--- config.mk ---
export PLATFORM = sky130hd
export DESIGN_NAME = span_pixel_walker_flat
export DESIGN_NICKNAME = d
export VERILOG_FILES = /design/src/rtl/span_pixel_walker_if.sv /design/src/rtl/span_pixel_walker.sv /design/src/flat_wrapper.sv
export SDC_FILE = /design/constraint.sdc
export NUM_CORES = 1
export LEC_CHECK = 0
export ABC_AREA = 1
export ABC_CLOCK_PERIOD_IN_PS = 2570
export CORE_ASPECT_RATIO = 2
export CORE_MARGIN = 4
export CORE_UTILIZATION = 43
export DETAILED_ROUTE_END_ITERATION = 12
export PLACE_DENSITY = 0.73
export SLEW_MARGIN = 20
export SYNTH_ARGS = -nofsm -noshare
export SYNTH_HDL_FRONTEND = slang
export SYNTH_SLANG_ARGS = --single-unit
export TNS_END_PERCENT = 10
--- constraint.sdc ---
create_clock -name clock -period 2.57 [get_ports clock]
set_input_delay 0.514 -clock clock [delete_from_list [all_inputs] [get_ports clock]]
set_output_delay 0.514 -clock clock [all_outputs]
set_load 0.02 [all_outputs]
--- src/rtl/span_pixel_walker_if.sv ---
// Stream bundle for span_pixel_walker: span input stream and pixel output stream.
// The walker connects through the slave modport; the producer/consumer side
// uses master.
interface span_pixel_walker_if;
  // span input stream
  logic        span_valid;
  logic        span_ready;
  logic [31:0] span_mask;
  logic [10:0] span_x;
  logic [10:0] span_y;
  // pixel output stream
  logic        pix_valid;
  logic        pix_ready;
  logic [10:0] pix_x;
  logic [10:0] pix_y;
  logic        pix_last;

  modport slave (
    input  span_valid, span_mask, span_x, span_y, pix_ready,
    output span_ready, pix_valid, pix_x, pix_y, pix_last
  );

  modport master (
    output span_valid, span_mask, span_x, span_y, pix_ready,
    input  span_ready, pix_valid, pix_x, pix_y, pix_last
  );
endinterface

--- src/rtl/span_pixel_walker.sv ---
// span_pixel_walker: serialises a 32-pixel coverage span into one covered
// pixel per cycle, lowest tile column first. The work mask itself is the
// state: non-zero means walking, zero means idle and ready for a new span.
module span_pixel_walker (
  input  logic                    clock,
  input  logic                    reset,
  span_pixel_walker_if.slave      bus,
  output logic [31:0]             pix_count,
  output logic [15:0]             span_count
);

  logic [31:0] r_cur_mask;
  logic [5:0]  r_cur_xb;
  logic [10:0] r_cur_y;
  logic        r_pix_valid;
  logic [10:0] r_pix_x;
  logic [10:0] r_pix_y;
  logic        r_pix_last;
  logic [31:0] r_pix_count;
  logic [15:0] r_span_count;

  logic [31:0] w_mask_rest;
  logic [4:0]  w_idx;
  logic        w_out_free;
  logic        w_extract;
  logic        w_span_ready;
  logic        w_accept;
  logic        w_unused_xlo;

  // The low tile-column bits of span_x are defined as zero, so they are dropped.
  assign w_unused_xlo = ^bus.span_x[4:0];

  // Mask with its lowest set bit removed; zero means one pixel (or none) remains.
  assign w_mask_rest  = r_cur_mask & (r_cur_mask - 32'd1);
  assign w_out_free   = !r_pix_valid || bus.pix_ready;
  assign w_extract    = (r_cur_mask != 32'd0) && w_out_free;
  // A new span may enter while idle, or in the cycle the final pixel leaves the mask.
  assign w_span_ready = (r_cur_mask == 32'd0) || (w_out_free && (w_mask_rest == 32'd0));
  assign w_accept     = bus.span_valid && w_span_ready;

  // Priority encoder: index of the lowest set bit of the work mask.
  always_comb begin
    // NOTE: default assignment first so no path leaves w_idx unassigned (no latch).
    w_idx = 5'd0;
    for (int i = 31; i >= 0; i--) begin
      if (r_cur_mask[i]) w_idx = 5'(i);
    end
  end

  // Work registers, output pixel register and counters.
  always_ff @(posedge clock) begin
    // NOTE: non-blocking assignments so every register samples pre-edge values.
    if (reset) begin
      r_cur_mask   <= '0;
      r_cur_xb     <= '0;
      r_cur_y      <= '0;
      r_pix_valid  <= 1'b0;
      r_pix_x      <= '0;
      r_pix_y      <= '0;
      r_pix_last   <= 1'b0;
      r_pix_count  <= '0;
      r_span_count <= '0;
    end else begin
      // Output register: load a fresh pixel, drain, or hold while stalled.
      if (w_extract) begin
        r_pix_valid <= 1'b1;
        r_pix_x     <= {r_cur_xb, w_idx};
        r_pix_y     <= r_cur_y;
        r_pix_last  <= (w_mask_rest == 32'd0);
      end else if (w_out_free) begin
        r_pix_valid <= 1'b0;
      end

      // A new span overwrites the work registers; only possible once the old
      // span's final pixel is being extracted this same cycle.
      if (w_accept) begin
        r_cur_mask   <= bus.span_mask;
        r_cur_xb     <= bus.span_x[10:5];
        r_cur_y      <= bus.span_y;
        r_span_count <= r_span_count + 16'd1;
      end else if (w_extract) begin
        r_cur_mask   <= w_mask_rest;
      end

      if (r_pix_valid && bus.pix_ready) begin
        r_pix_count <= r_pix_count + 32'd1;
      end
    end
  end

  assign bus.span_ready = w_span_ready;
  assign bus.pix_valid  = r_pix_valid;
  assign bus.pix_x      = r_pix_x;
  assign bus.pix_y      = r_pix_y;
  assign bus.pix_last   = r_pix_last;
  assign pix_count      = r_pix_count;
  assign span_count     = r_span_count;

endmodule

--- src/flat_wrapper.sv ---
// flat-port wrapper written by rule: the top's interface ports become plain ports
module span_pixel_walker_flat 
  (clock, reset, pix_count, span_count, bus_span_valid, bus_span_mask, bus_span_x, bus_span_y, bus_pix_ready, bus_span_ready, bus_pix_valid, bus_pix_x, bus_pix_y, bus_pix_last);
  span_pixel_walker_if bus_i ();
  input  logic clock;
  input  logic reset;
  output logic [31:0] pix_count;
  output logic [15:0] span_count;
  input wire logic [$bits(bus_i.span_valid)-1:0] bus_span_valid;
  input wire logic [$bits(bus_i.span_mask)-1:0] bus_span_mask;
  input wire logic [$bits(bus_i.span_x)-1:0] bus_span_x;
  input wire logic [$bits(bus_i.span_y)-1:0] bus_span_y;
  input wire logic [$bits(bus_i.pix_ready)-1:0] bus_pix_ready;
  output wire logic [$bits(bus_i.span_ready)-1:0] bus_span_ready;
  output wire logic [$bits(bus_i.pix_valid)-1:0] bus_pix_valid;
  output wire logic [$bits(bus_i.pix_x)-1:0] bus_pix_x;
  output wire logic [$bits(bus_i.pix_y)-1:0] bus_pix_y;
  output wire logic [$bits(bus_i.pix_last)-1:0] bus_pix_last;
  assign bus_i.span_valid = bus_span_valid;
  assign bus_i.span_mask = bus_span_mask;
  assign bus_i.span_x = bus_span_x;
  assign bus_i.span_y = bus_span_y;
  assign bus_i.pix_ready = bus_pix_ready;
  assign bus_span_ready = bus_i.span_ready;
  assign bus_pix_valid = bus_i.pix_valid;
  assign bus_pix_x = bus_i.pix_x;
  assign bus_pix_y = bus_i.pix_y;
  assign bus_pix_last = bus_i.pix_last;
  span_pixel_walker u_core (.clock(clock), .reset(reset), .bus(bus_i), .pix_count(pix_count), .span_count(span_count));
endmodule
# Yosys cells after proc, flatten, opt, wreduce, memory -nomap -nowiden
# Index checks and enable logic that the tools add are counted.
# W data, S select, Z words.
[word_totals]
input_bits = 58
regBits = 121
output_inout_bits = 73
[classes]
bitwise = 1
muxes = 36
n_reduce_logical = 12
add_sub_neg = 3
[op_table]
columns = ["operator", "count"]
rows = [
  ["$mux W5", 32],
  ["$logic_not A32 Y1", 2],
  ["$mux W32", 2],
  ["$add A32 B1 Y32 const B", 1],
  ["$and A32 B32 Y32", 1],
  ["$reduce_bool A32 Y1", 1],
  ["$sub A32 B1 Y32 const B", 1],
  ["$add A16 B1 Y16 const B", 1],
  ["$logic_and A1 B1 Y1", 4],
  ["$reduce_bool A2 Y1", 2],
  ["$logic_or A1 B1 Y1", 2],
  ["$mux W1", 2],
  ["$logic_not A1 Y1", 1],
]

# Longest topological paths before layout
[logic_depth]
depth_word = 32
mapped_depth = 33
mapped_depth_nobuf = 33

# Worst setup path before layout
# No wires, ideal clock.
[synth_timing]
path_type = "reg2reg"
start = "reg u_core.r_pix_count[0] (netlist: u_core.pix_count[0])"
end = "reg u_core.r_pix_count[28] (netlist: u_core.pix_count[28])"
period_less_slack_ps = 2811
setup_slack_ps = -241
t_arrival_ps = 2691
path_buffers = 0
setup_ps = 119
stages_incl_launch_ff = 21
required_time_ps = 2451
cell_sequence = "dfxtp_1 -> ha_1 -> nand3_1 -> nor2_1 -> nand3_1 -> nor2_1 -> nand2_1 -> nor2_1 -> nand2_1 -> nor2_1 -> nand4_1 -> nor2_1 -> nand4_1 -> nor2_1 -> nand4_1 -> nor2_1 -> nand3_1 -> nor2_1 -> nand2_1 -> o21ai_0 -> a21oi_1"
[synth_between]
elab_chain_cells = 1
[synth_lines]
columns = ["element", "line", "rtl"]
rows = [
  ["start: declaration", "span_pixel_walker.sv:19", "logic [31:0] r_pix_count;"],
  ["start signal: assignment", "span_pixel_walker.sv:86", "r_pix_count <= r_pix_count + 32'd1;"],
  ["$add A32 B1 Y32", "span_pixel_walker.sv:86", ""],
]
# Every way passes these cells.
# A chain may end at the register's enable or synchronous reset.

# Worst setup path in the final report
[layout_timing]
start = "reg u_core.r_cur_mask[7]"
end = "out bus_span_ready"
[layout_between]
elab_chain_cells = 5
elab_cells_between_ends = 6
classes_between = "add/sub (1); bitwise (1); reduce/logical (4)"
[layout_lines]
columns = ["element", "line", "rtl"]
rows = [
  ["start: declaration", "span_pixel_walker.sv:12", "logic [31:0] r_cur_mask;"],
  ["start signal: assignment", "span_pixel_walker.sv:77", "r_cur_mask <= bus.span_mask;"],
  ["start signal: assignment", "span_pixel_walker.sv:82", "r_cur_mask <= w_mask_rest;"],
  ["$sub A32 B1 Y32", "span_pixel_walker.sv:34", "assign w_mask_rest = r_cur_mask & (r_cur_mask - 32'd1);"],
  ["$and A32 B32 Y32", "span_pixel_walker.sv:34", ""],
  ["$logic_not A32 Y1", "span_pixel_walker.sv:38", "assign w_span_ready = (r_cur_mask == 32'd0) || (w_out_free && (w_mask_rest == 32'd0));"],
  ["$logic_and A1 B1 Y1", "span_pixel_walker.sv:38", ""],
  ["$logic_or A1 B1 Y1 (*)", "span_pixel_walker.sv:38", ""],
  ["end: declaration", "flat_wrapper.sv:14", "output wire logic [$bits(bus_i.span_ready)-1:0] bus_span_ready;"],
]
# Mark *: on every way between the ends. The rest lies on a longest branch, timed or not.

==> impl_results.md <==
* Fin area at between 9000 and 10000 µm²
* Wire length per cell at about 15 µm
* Seq/Total Area, Yosys at 41.4%
* Deepest clock path buffer count at 2
* Crit-path max FO at 5
* Yosys top cell area share at 41.4%
* DR iter-0 viols at 274
* Worst-path clk slew at 0.06 ns
* Worst skew pair latency at 0.42 ns
* Final Setup Violations at 69
* Failing checks: negative setup slack
* Worst EP arrival at 2.66 ns
* Count leader, synth: nand2_1
* Period utilization at 123%
* DIE HEIGHT at approximately 170 µm
* Port Buffers at 125
* Placed insts at 1228
* DRC Markers at 0
* R2r endpoint: u_core.span_count[2]
* Hold Path Stages at 2
* Die Wd at 90.5 µm
* Final Critical Period at 3.17 ns
* CP Launch Type: flip-flop
* Vias in the first global route at 6661
* Routed wire length at 19100 µm
* Gpl congestion at about 0.9
* Yosys cell types at 39
* Max IR drop VDD at roughly 0.7 mV
* Crit path kind: reg2out
* Max H-tree Level at 4
* Antenna violations before repair at 0
* IO Count at 131
* Post-synthesis cell area at slightly below 6000 µm²
* GRT Total Usage at 23.2%
* Vias/cell at 5.24
* EDFF count, synth at 0
* Cell taking the most area after synthesis: dfxtp_1
* Core area at 13400 µm²
* DP Area at 8200 µm²
* Synth top area cells: dfxtp_1, nand2_1, nor2_1, inv_1, o21ai_0
* Reg2Reg Setup Slack at -0.52 ns
* Initial Util at 43.6%
* Root Buffer: clkbuf_16
* Sink Count at 121
* Status: finished, violations left
* ANT cells at 0
* Dpl ws at -0.830 ns
* Mapped Cells at 853
* Crit. End Element: output pin
* Hold Crit Endpoint: u_core.bus.pix_x[2]
* F_max at approximately 320 MHz
* Post-route ant nets at 0
* Synth-to-layout area growth at 60.8%
* Maxcap violations at 0
* Die Footprint at 15700 µm²
* Final Util at 70.1%
* FF+latch count, synth at ~120
* Final #Nets at 1170
* Largest net degree at the start of global routing at 42
* Top_reg_cell synth: dfxtp_1
* Grt ovf at 0
* Leakage at roughly 0.0038 µW
* Mean Syn Cell Area at a little under 7 µm²
* Non-Filler Instances at 1278
* Slew HR at 60.2%
* Mapped Nets at 913
* Worst reg2reg path startpoint: u_core.r_cur_mask[7]
* First-pass GRT wire length at 29900 µm
* Worst Min Path Start: u_core.bus.pix_x[2]
* Worst EP required at roughly 2.1 ns
* Worst hold margin at 0.470 ns
* TritonCTS clock tree: yes
* Top cells by count, synth: nand2_1, nor2_1, dfxtp_1
* Total CTS buffers at 17
* Setup Skew at 0.0147 ns
* Async S/R FF share, synth at 0%
* Yosys warns at 0
* Setup slack after layout at -0.602 ns
* RSZ-0062 raised after global routing: yes
* Worst-Margin Slew at 0.596 ns
* Final hold viol count at 0
* Slew Viols, Final at 0
* Final HPWL DP at between 10000 and 15000 µm
* HP Class: reg2reg
* Cell area power density at ~1300 nW/µm²
* R2R depth at 25
* Std cell rows at 60
* First drt pass iteration count at 6
* DR vias at 6693
* Share of cells above drive strength 1 at between 20% and 30%
-- per-stage QoR --
stage | setup TNS, ns | power, µW
floorplan | -1.41 | 5880
global placement | -23.47 | 8310
detailed placement | -29.21 | 8380
CTS | -22.20 | 11100
global route | -43.64 | 12800
finish | -26.67 | 12000
-- state kept, by name (all words and copies together) (netlist names) --
name and count:
u_core.r_cur_xb 6, u_core.bus.pix_y 11, u_core.r_cur_mask 32, u_core.bus.pix_x 11
u_core.bus.pix_valid 1, u_core.r_cur_y 11, u_core.pix_count 32, u_core.span_count 16
u_core.bus.pix_last 1
-- where the power goes --
group / switching (µW) / leakage, µW / internal (µW)
sequential: 264 / 0.000988 / 2310
combinational: 3710 / 0.00248 / 3360
clock: 1000 / 0.000282 / 1370
-- critical path, cell delays in order, from the launching register on --
cell and delay (ns):
dfxtp_1 0.33, inv_2 0.06, nand2_2 0.07, nor2_4 0.09, nand2_2 0.07, inv_2 0.08
nand2_4 0.06, nor2_4 0.10, nand2_2 0.08, nor2_4 0.13, nand4_4 0.17, nor2_4 0.15
nand3_2 0.08, nand2_2 0.08, nand4_1 0.11, nor2_1 0.14, nand3_2 0.12, o21bai_4 0.17
buf_4 0.16
-- layout by cell type, fill, tap and decap left out, types with 4 or more instances in the layout --
cell             count
inv_1               94
nor3_1              13
o21a_1               5
clkbuf_16           20
inv_6                8
o21ai_2             24
o211ai_1             7
inv_2                7
xor2_1               4
nand2_2             11
nand2_1            149
nand3_1             23
nor2_1             126
a21oi_1             57
o21ai_1             12
nand3_2              7
nand4_1             19
buf_4              121
clkdlybuf4s50_1    123
o21ai_0             55
buf_6               13
nor2_2              10
dfxtp_1            113
nor4_1              11
nor2_4               9
buf_12               8
dfxtp_2              5
a31oi_1             15
a21oi_2             10
-- how the worst max path moves through the flow --
| stage | cells past startpoint | startpoint | to |
|---|---|---|---|
| 4_1_cts | 18 | u_core.r_cur_mask[0] | bus_span_ready |
| 6_report | 18 | u_core.r_cur_mask[7] | bus_span_ready |
| 3_5_place_dp | 22 | bus_pix_ready | u_core.pix_count[29] |
| 3_3_place_gp | 22 | bus_pix_ready | u_core.pix_count[29] |
| 2_1_floorplan | 20 | u_core.pix_count[0] | u_core.pix_count[28] |
| 5_1_grt | 18 | u_core.r_cur_mask[4] | bus_span_ready |
-- layout make-up --
cell class                 instances  area, µm²
multi-input combinational        596       3240
clock inverter                    15        154
tap                              155        194
clock buffer                      17        425
sequential                       121       2440
timing repair buffer             270       2550
timing repair inverter             1       8.76
inverter                         103        403
fill                            1043       4020
-- per-layer routing --
layer  share of wire (%)  vias to the layer above  global-route usage, %
met2                  56                      236                   44.9
met3                 4.1                       67                   3.61
met1                  36                     3063                   22.5
li1                    -                     3327                      -
met4                 4.2                        0                   13.3
met5                   0                        -                      0
-- cell families (layout without fill, tap and decap cells) --
| group | count (synthesis) | after routing | share of synthesized area (%) |
|---|---|---|---|
| fa+ha+maj | 2 | 2 | 0.427 |
| xor+xnor | 6 | 6 | 0.897 |
| flops | 121 | 121 | 41.4 |
| simple gates | 392 | 392 | 29.5 |
| compound gates | 196 | 196 | 18.3 |
| buf+inv | 136 | 406 | 9.47 |
-- what timing repair did --
item                       CTS  global route
pin swaps                    5            19
cloned                       1             4
setup endpoints to repair   73            97
buffers inserted             4             9
gates resized for setup     25           102
hold buffers                 0             0
Note: power is estimated with default switching activity, not from simulation.
